### src/rtl/vga_timing_gen_if.sv
// Pixel-timing bundle between the VGA timing generator (master) and the video
// pipeline that consumes the raster position, syncs and strobes (slave).
interface vga_timing_gen_if #(
    parameter int CW = 10
);
    logic          en;
    logic [CW-1:0] col;
    logic [CW-1:0] row;
    logic          HS;
    logic          VS;
    logic          blank;
    logic          pix_en;
    logic          line_start;
    logic          frame_start;
    logic [15:0]   frame_count;

    modport master (
        input  en,
        output col, row, HS, VS, blank, pix_en, line_start, frame_start, frame_count
    );

    modport slave (
        output en,
        input  col, row, HS, VS, blank, pix_en, line_start, frame_start, frame_count
    );
endinterface

### src/rtl/vga_timing_gen.sv
// VGA raster timing: divides clk_50 down to a pixel strobe, walks the h/v raster
// and registers sync/blank on the same edge as the counters so they never skew.
module vga_timing_gen #(
    parameter int H_ACTIVE = 640,
    parameter int H_FP     = 16,
    parameter int H_SYNC   = 96,
    parameter int H_BP     = 48,
    parameter int V_ACTIVE = 480,
    parameter int V_FP     = 10,
    parameter int V_SYNC   = 2,
    parameter int V_BP     = 29,
    parameter int CLK_DIV  = 2,
    parameter bit HS_POL   = 1'b0,
    parameter bit VS_POL   = 1'b0,
    parameter int CW       = 10
) (
    input  logic             clk_50,
    input  logic             reset,
    vga_timing_gen_if.master vga
);
    localparam int H_TOTAL  = H_ACTIVE + H_FP + H_SYNC + H_BP;
    localparam int V_TOTAL  = V_ACTIVE + V_FP + V_SYNC + V_BP;
    localparam int HS_START = H_ACTIVE + H_FP;
    localparam int HS_END   = HS_START + H_SYNC;
    localparam int VS_START = V_ACTIVE + V_FP;
    localparam int VS_END   = VS_START + V_SYNC;
    localparam int HW       = (H_TOTAL > 1) ? $clog2(H_TOTAL) : 1;
    localparam int VW       = (V_TOTAL > 1) ? $clog2(V_TOTAL) : 1;
    localparam int DW       = (CLK_DIV > 1) ? $clog2(CLK_DIV) : 1;

    localparam logic [HW-1:0] H_LAST   = HW'(H_TOTAL - 1);
    localparam logic [VW-1:0] V_LAST   = VW'(V_TOTAL - 1);
    localparam logic [DW-1:0] DIV_LAST = DW'(CLK_DIV - 1);

    logic [DW-1:0] div_q, div_d;
    logic [HW-1:0] h_q, h_d;
    logic [VW-1:0] v_q, v_d;
    logic [15:0]   frame_count_q, frame_count_d;
    logic          hs_q, hs_d;
    logic          vs_q, vs_d;
    logic          blank_q, blank_d;
    logic          pix_en;
    logic          line_start;
    logic          frame_start;
    logic          h_last;
    logic          v_last;

    // Strobes are decoded from the current state so they drop the same cycle en or reset does.
    assign pix_en      = ~reset & vga.en & (div_q == DIV_LAST);
    assign line_start  = ~reset & vga.en & (div_q == '0) & (h_q == '0);
    assign frame_start = line_start & (v_q == '0);
    assign h_last      = (h_q == H_LAST);
    assign v_last      = (v_q == V_LAST);

    // NOTE: every always_comb output gets a default first so no path can infer a latch.
    always_comb begin
        div_d         = div_q;
        h_d           = h_q;
        v_d           = v_q;
        frame_count_d = frame_count_q;

        if (vga.en) begin
            div_d = (div_q == DIV_LAST) ? '0 : div_q + DW'(1);
        end

        if (pix_en) begin
            h_d = h_last ? '0 : h_q + HW'(1);
            if (h_last) begin
                v_d = v_last ? '0 : v_q + VW'(1);
                if (v_last) begin
                    frame_count_d = frame_count_q + 16'd1;
                end
            end
        end
    end

    // Sync and blank are decoded from the next counter values, then registered alongside them.
    always_comb begin
        hs_d    = (int'(h_d) >= HS_START && int'(h_d) < HS_END) ? HS_POL : ~HS_POL;
        vs_d    = (int'(v_d) >= VS_START && int'(v_d) < VS_END) ? VS_POL : ~VS_POL;
        blank_d = (int'(h_d) >= H_ACTIVE) || (int'(v_d) >= V_ACTIVE);
    end

    // NOTE: sequential state uses non-blocking assignments so every flop samples pre-edge values.
    always_ff @(posedge clk_50) begin
        if (reset) begin
            div_q         <= '0;
            h_q           <= '0;
            v_q           <= '0;
            frame_count_q <= '0;
            hs_q          <= ~HS_POL;
            vs_q          <= ~VS_POL;
            blank_q       <= 1'b0;
        end else begin
            div_q         <= div_d;
            h_q           <= h_d;
            v_q           <= v_d;
            frame_count_q <= frame_count_d;
            hs_q          <= hs_d;
            vs_q          <= vs_d;
            blank_q       <= blank_d;
        end
    end

    assign vga.col         = CW'(h_q);
    assign vga.row         = CW'(v_q);
    assign vga.HS          = hs_q;
    assign vga.VS          = vs_q;
    assign vga.blank       = blank_q;
    assign vga.pix_en      = pix_en;
    assign vga.line_start  = line_start;
    assign vga.frame_start = frame_start;
    assign vga.frame_count = frame_count_q;
endmodule
### src/flat_wrapper.sv
// flat-port wrapper written by rule: the top's interface ports become plain ports
module vga_timing_gen_flat 
#(
    parameter int H_ACTIVE = 640,
    parameter int H_FP     = 16,
    parameter int H_SYNC   = 96,
    parameter int H_BP     = 48,
    parameter int V_ACTIVE = 480,
    parameter int V_FP     = 10,
    parameter int V_SYNC   = 2,
    parameter int V_BP     = 29,
    parameter int CLK_DIV  = 2,
    parameter bit HS_POL   = 1'b0,
    parameter bit VS_POL   = 1'b0,
    parameter int CW       = 10
)
  (clk_50, reset, vga_en, vga_col, vga_row, vga_HS, vga_VS, vga_blank, vga_pix_en, vga_line_start, vga_frame_start, vga_frame_count);
  vga_timing_gen_if #(.CW(CW)) vga_i ();
  input  logic clk_50;
  input  logic reset;
  input wire logic [$bits(vga_i.en)-1:0] vga_en;
  output wire logic [$bits(vga_i.col)-1:0] vga_col;
  output wire logic [$bits(vga_i.row)-1:0] vga_row;
  output wire logic [$bits(vga_i.HS)-1:0] vga_HS;
  output wire logic [$bits(vga_i.VS)-1:0] vga_VS;
  output wire logic [$bits(vga_i.blank)-1:0] vga_blank;
  output wire logic [$bits(vga_i.pix_en)-1:0] vga_pix_en;
  output wire logic [$bits(vga_i.line_start)-1:0] vga_line_start;
  output wire logic [$bits(vga_i.frame_start)-1:0] vga_frame_start;
  output wire logic [$bits(vga_i.frame_count)-1:0] vga_frame_count;
  assign vga_i.en = vga_en;
  assign vga_col = vga_i.col;
  assign vga_row = vga_i.row;
  assign vga_HS = vga_i.HS;
  assign vga_VS = vga_i.VS;
  assign vga_blank = vga_i.blank;
  assign vga_pix_en = vga_i.pix_en;
  assign vga_line_start = vga_i.line_start;
  assign vga_frame_start = vga_i.frame_start;
  assign vga_frame_count = vga_i.frame_count;
  vga_timing_gen #(.H_ACTIVE(H_ACTIVE), .H_FP(H_FP), .H_SYNC(H_SYNC), .H_BP(H_BP), .V_ACTIVE(V_ACTIVE), .V_FP(V_FP), .V_SYNC(V_SYNC), .V_BP(V_BP), .CLK_DIV(CLK_DIV), .HS_POL(HS_POL), .VS_POL(VS_POL), .CW(CW)) u_core (.clk_50(clk_50), .reset(reset), .vga(vga_i));
endmodule
### config.mk
export PLATFORM = sky130hd
export DESIGN_NAME = vga_timing_gen_flat
export DESIGN_NICKNAME = d
export VERILOG_FILES = /design/src/rtl/vga_timing_gen_if.sv /design/src/rtl/vga_timing_gen.sv /design/src/flat_wrapper.sv
export SDC_FILE = /design/constraint.sdc
export NUM_CORES = 1
export LEC_CHECK = 0
export BUFFER_PORTS_ARGS = -buffer_cell sky130_fd_sc_hd__buf_2
export CAP_MARGIN = 20
export CORE_AREA = 2 2 66 68
export DETAILED_ROUTE_END_ITERATION = 6
export DIE_AREA = 0 0 68 70
export PLACE_DENSITY = 0.76
export SYNTH_ARGS = -nofsm -noshare
export SYNTH_HDL_FRONTEND = slang
export SYNTH_SLANG_ARGS = --single-unit
export TNS_END_PERCENT = 5
### constraint.sdc
create_clock -name clk_50 -period 2.71 [get_ports clk_50]
set_clock_uncertainty 0.2 [all_clocks]
set_input_delay 0.1355 -clock clk_50 [delete_from_list [all_inputs] [get_ports clk_50]]
set_output_delay 0.1355 -clock clk_50 [all_outputs]
set_load 0.01 [all_outputs]
* Word-level counts from Yosys, hierarchy flattened
Index checks and enable logic that the tools add are counted. W data, S select, Z words.
Operators by class: add/sub/neg operators 4, bitwise gates (word level) 7, $lt $le $gt $ge 6, reduce and logical (&&, ||, !) cells 6, multiplexer cells 8, equal/unequal tests 2
Operator list (count):
- $mux W10 | 5
- $add A10 B1 Y10 const B | 2
- $eq A10 B10 Y1 const B | 2
- $ge A10 B10 Y1 const B | 2
- $ge A10 B9 Y1 const B | 2
- $logic_not A10 Y1 | 2
- $add A16 B1 Y16 const B | 1
- $lt A10 B10 Y1 const B | 1
- $lt A10 B9 Y1 const B | 1
- $and A1 B1 Y1 | 5
- $mux W1 | 3
- $reduce_and A3 Y1 | 1
- $logic_and A1 B1 Y1 | 2
- $not A1 Y1 | 2
- $add A1 B1 Y1 const B | 1
- $logic_or A1 B1 Y1 | 1
Word-level totals: input port bits 3, register bits 40, output and inout bits 42, word-level logic and storage cells 40

* Longest topological paths before layout
depth after elaboration 7, gate-level depth with buffers 8, depth with buffers taken out 7

* Worst setup path before layout
Ideal clock, no wire load.
path type register -> register, start reg u_core.h_q[7], in the netlist u_core.vga.col[7], end reg u_core.blank_q, in the netlist u_core.vga.blank, arrival time 1958 ps, setup slack 479 ps, required time 2437 ps, setup time 73 ps, clock period less this slack 2231 ps, cell stages (with the launch flop) 6, path buffers 0, path through dfxtp_1 or3_4 or4_4 or3_1 a21o_1 o211ai_2
Between the ends: longest elaborated chain between the ends 5, elaborated cells between the ends (all ways) 9, those cells by class add/sub: 1; order compare: 2; eq/ne: 1; mux: 4; reduce/logical: 1
Ends and longest elaborated chain:
- start, declared | line vga_timing_gen.sv:36 | logic [HW-1:0] h_q, h_d;
- start signal, assigned | line vga_timing_gen.sv:88 | h_q <= '0;
- start signal, assigned | line vga_timing_gen.sv:96 | h_q <= h_d;
- $add A10 B1 Y10 / $eq A10 B10 Y1 (equally long branches) | line vga_timing_gen.sv:67, vga_timing_gen.sv:52
- $mux W10, on equally long branches | line vga_timing_gen.sv:67, vga_timing_gen.sv:68
- $mux W10 | line vga_timing_gen.sv:66 | if (pix_en) begin
- $ge A10 B10 Y1 / $ge A10 B9 Y1 (equally long branches) | line vga_timing_gen.sv:81 | blank_d = (int'(h_d) >= H_ACTIVE) || (int'(v_d) >= V_ACTIVE);
- $logic_or A1 B1 Y1 * | line vga_timing_gen.sv:81
- end signal, assigned | line vga_timing_gen.sv:101 | blank_q <= blank_d;
- end, declared | line vga_timing_gen.sv:41 | logic blank_q, blank_d;
Every way passes the cells marked *; elsewhere a longest branch is shown, timed or not. A chain may end at the register's enable or synchronous reset.

* Worst setup path after layout
start reg u_core.v_q[0], in the netlist u_core.vga.row[0], end reg u_core.frame_count_q[8], in the netlist u_core.vga.frame_count[8]
Between the ends: longest elaborated chain between the ends 2
Ends and longest elaborated chain:
- start, declared | line vga_timing_gen.sv:37 | logic [VW-1:0] v_q, v_d;
- start signal, assigned | line vga_timing_gen.sv:97 | v_q <= v_d;
- $eq A10 B10 Y1 | line vga_timing_gen.sv:53 | assign v_last = (v_q == V_LAST);
- $reduce_and A3 Y1 (no source line)
- end signal, assigned | line vga_timing_gen.sv:98 | frame_count_q <= frame_count_d;
- end, declared | line vga_timing_gen.sv:38 | logic [15:0] frame_count_q, frame_count_d;
No other way between the ends.

==> flow_summary.ini <==
[outcome]
status = completed

[finish]
antennaDiodeCount = 0
layout.nets = 307
final_cell_area_um2 = 2491
area_growth_pct = 19.29
final_layout_size_suffix_gt1_share_pct = 22.67

[sta]
fin_crit_ns = 2.493
final_max_slew_viol_count = 0
setup-violations-final = 0
fmax_ghz = 0.4011
finalCritPeriodShare_pct = 92.01
fin_setup_tns_ns = 0
rsz0062_at_grt = no
worst_pin_slew_ns = 0.4528
max-slew-margin-rel_pct = 69.39
holdWs_ns = 0.1309
hold_viol_final = 0

[setup_path]
endpoint = u_core.vga.frame_count[8]
startpoint_type = flip-flop
crit_cells = 8
cp-end-kind = flip-flop
critPathArrivalTime_ns = 2.52
regToRegSetupSlack_ns = 0.22
cp_cell_sequence = inv_1, ha_1, nor4b_1, and4_1, nand4_1, buf_4, or3_1, a21oi_1
crit_path_start = u_core.vga.row[0]
r2r_cells = 8
slowest_delay_ns = 0.38
crit_path_top_delay_cell = nor4b_1
crit_family = simple AND/OR/NAND/NOR gates
path_max_fanout = 8
critPathKind = flip-flop to flip-flop
worst_ep_required_time_ns = 2.73
rr_endpoint = u_core.vga.frame_count[8]
path_buf_inv = 2
regToRegStartpoint = u_core.vga.row[0]

[floorplan]
fp.dieH_um = 70
io-pin-count = 45
initial_core_util_pct = 50.39
die_w_um = 68
fp.dieArea_um2 = 4760
num_rows = 24
core-area_um2 = 4144

[logic_synthesis]
yosysTopAreaCell = dfxtp_1
synth_nets = 257
synth_edf_count = 0
ys.flop_type = dfxtp_1
synth.most_common_cell = dfxtp_1
ys_seq_area_share_pct = 38.35
ys_warn_count = 0
synth-seq-cells = 40
ys_top_cells_by_area = dfxtp_1 38%, a21oi_1 5.3%, nor2_1 4.0%
synth_top_area_share_pct = 38.35
netlist_top_cells_count = 40 x dfxtp_1, 22 x a21oi_1, 22 x nor2_1
avgSynthCellArea_um2 = 8.387
yosys.cell_types.count = 45
syn_area_um2 = 2088
synthArstFlopShare_pct = 0
syn_inst = 249

[global_routing]
grt_start_max_net_pins = 32
grt.met2_usage_pct = 33.12
grt_use_met1_pct = 32.22
grt_pass1_wl_mm = 8.480
antenna_found_initial = 0
grt_usage_pct = 22.88
grtUsageMet3_pct = 6.280
grt_pass1_vias = 1806
grt-ovfl-total = 0
busiest_layer = met2

[power]
p_switching_mw = 0.2282
peakVddDrop_uv = 286.6
p_seq_share_pct = 57.1
leakagePower_nw = 0.9709
switching_share_pct = 21.96
p_int_mw = 0.8107
power_density_nw_per_um2 = 417.0
clkPwrFrac_pct = 39.4
comb_power_share_pct = 3.5

[placement]
place.gp.congestion = 0.8761
placed_area_um2 = 2369
dp.final_hpwl_mm = 3.570
numPortBuffers = 44

[clocking]
clockBufferDepth = 2
htreeDepth = 2
cts_buffers = 5
path_clk_slew_ns = 0.07
cts_resized = 0
clock_sinks = 40
clock_latency_ns = 0.29
cts_root_buf = clkbuf_8
cts_tree = built

[flow_run]
cap_violations = 0

[routing]
postRouteAntennaNets = 0
routed_wl_mm = 5.190
via_per_inst = 5.875
wl_per_cell_um = 14.74
drt-initial-drc-count = 205
drc = 0
via_count = 2068
dr.pass1.iters = 4

[min_path]
worst_hold_path_type = input pin to flip-flop
worstHoldPathCells = 3
hp-start = reset
## state kept, by name, indices dropped and copies added (netlist names)
name                    count
u_core.vga.row             10
u_core.div_q                1
u_core.vga.blank            1
u_core.vga.frame_count     16
u_core.vga.HS               1
u_core.vga.VS               1
u_core.vga.col             10
## what timing repair did
action	4_1_cts	5_1_grt
endpoints found under the setup margin	0	1
buffers inserted	0	3
hold endpoints to repair	1	0
hold buffers	1	0
## cells by family (layout without fill, tap and decap cells)
| kind of cell | count (synthesis) | after routing | synth area share [%] |
|---|---|---|---|
| and+or+nand+nor | 113 | 113 | 32.24 |
| AOI/OAI and AO/OA | 53 | 53 | 15.16 |
| DFF | 40 | 40 | 38.35 |
| buffers and inverters | 22 | 73 | 4.554 |
| xor gates and xnor gates | 16 | 16 | 6.711 |
| adders and majority gates | 5 | 5 | 2.996 |
## cell type report
cell class              instances  area [um2]
inverters                      10       37.54
flip-flops and latches         40       800.8
fillers                       367        1653
multi-input cells             187        1192
well taps                      52       65.06
clock buffers                   8       90.09
repair buffers                 55       305.3
## layout by cell type (no fill, tap or decap), types with 2 or more instances in the layout
cell type,n
a21oi_1,22
or4_1,3
nor2_1,22
ha_1,5
and4_1,5
xor2_1,7
or3_1,13
o31ai_1,3
nand4_1,11
inv_1,10
xnor2_1,9
dfxtp_1,40
and2_1,3
clkbuf_1,2
nor3_1,10
nor4_1,4
a311oi_1,3
buf_2,44
nor4b_1,2
o21ai_0,15
clkbuf_8,6
or3b_2,2
nand2_1,11
nand4b_1,3
buf_4,10
nand3_1,14
## worst min-delay path by stage
stage / slack [ns] / to
floorplan: 0.07 / u_core.div_q
global placement: 0.25 / u_core.div_q
detailed placement: 0.27 / u_core.div_q
CTS: 0.13 / u_core.div_q
global route: 0.14 / u_core.vga.frame_count[3]
finish: 0.13 / u_core.vga.frame_count[4]
## through the flow
stage | total power, mW | cells | setup slack [ns] | util [%]
global placement | 0.6421 | 340 | 0.2855 | 57.16
CTS | 1.048 | 349 | 0.1822 | 59.57
finish | 1.039 | 352 | 0.2166 | 60.11
global route | 1.081 | 352 | 0.07352 | 60.11
detailed placement | 0.6423 | 340 | 0.2105 | 57.16
floorplan | 0.6285 | 249 | 0.4792 | -
## power by group through the flow
| stage | combinational (mW) | clock [mW] | sequential, mW |
|---|---|---|---|
| final | 0.0367 | 0.409 | 0.593 |
| after global routing | 0.0403 | 0.447 | 0.593 |
| after CTS | 0.0368 | 0.418 | 0.593 |
| after detailed placement | 0.0356 | 0 | 0.607 |
| after global placement | 0.0356 | 0 | 0.607 |
| after floorplan | 0.0220 | 0 | 0.607 |
## metal layers
layer | vias up | routed length (um)
met5 | - | 0
met4 | 0 | 93
met3 | 8 | 350
met2 | 76 | 2378
met1 | 962 | 2368
li1 | 1022 | -
## worst min-delay path, cell delays in order
cell and delay [ns]:
buf_2 0.10, buf_4 0.23, nor2_1 0.12
Power figures use the tool's default switching activity.
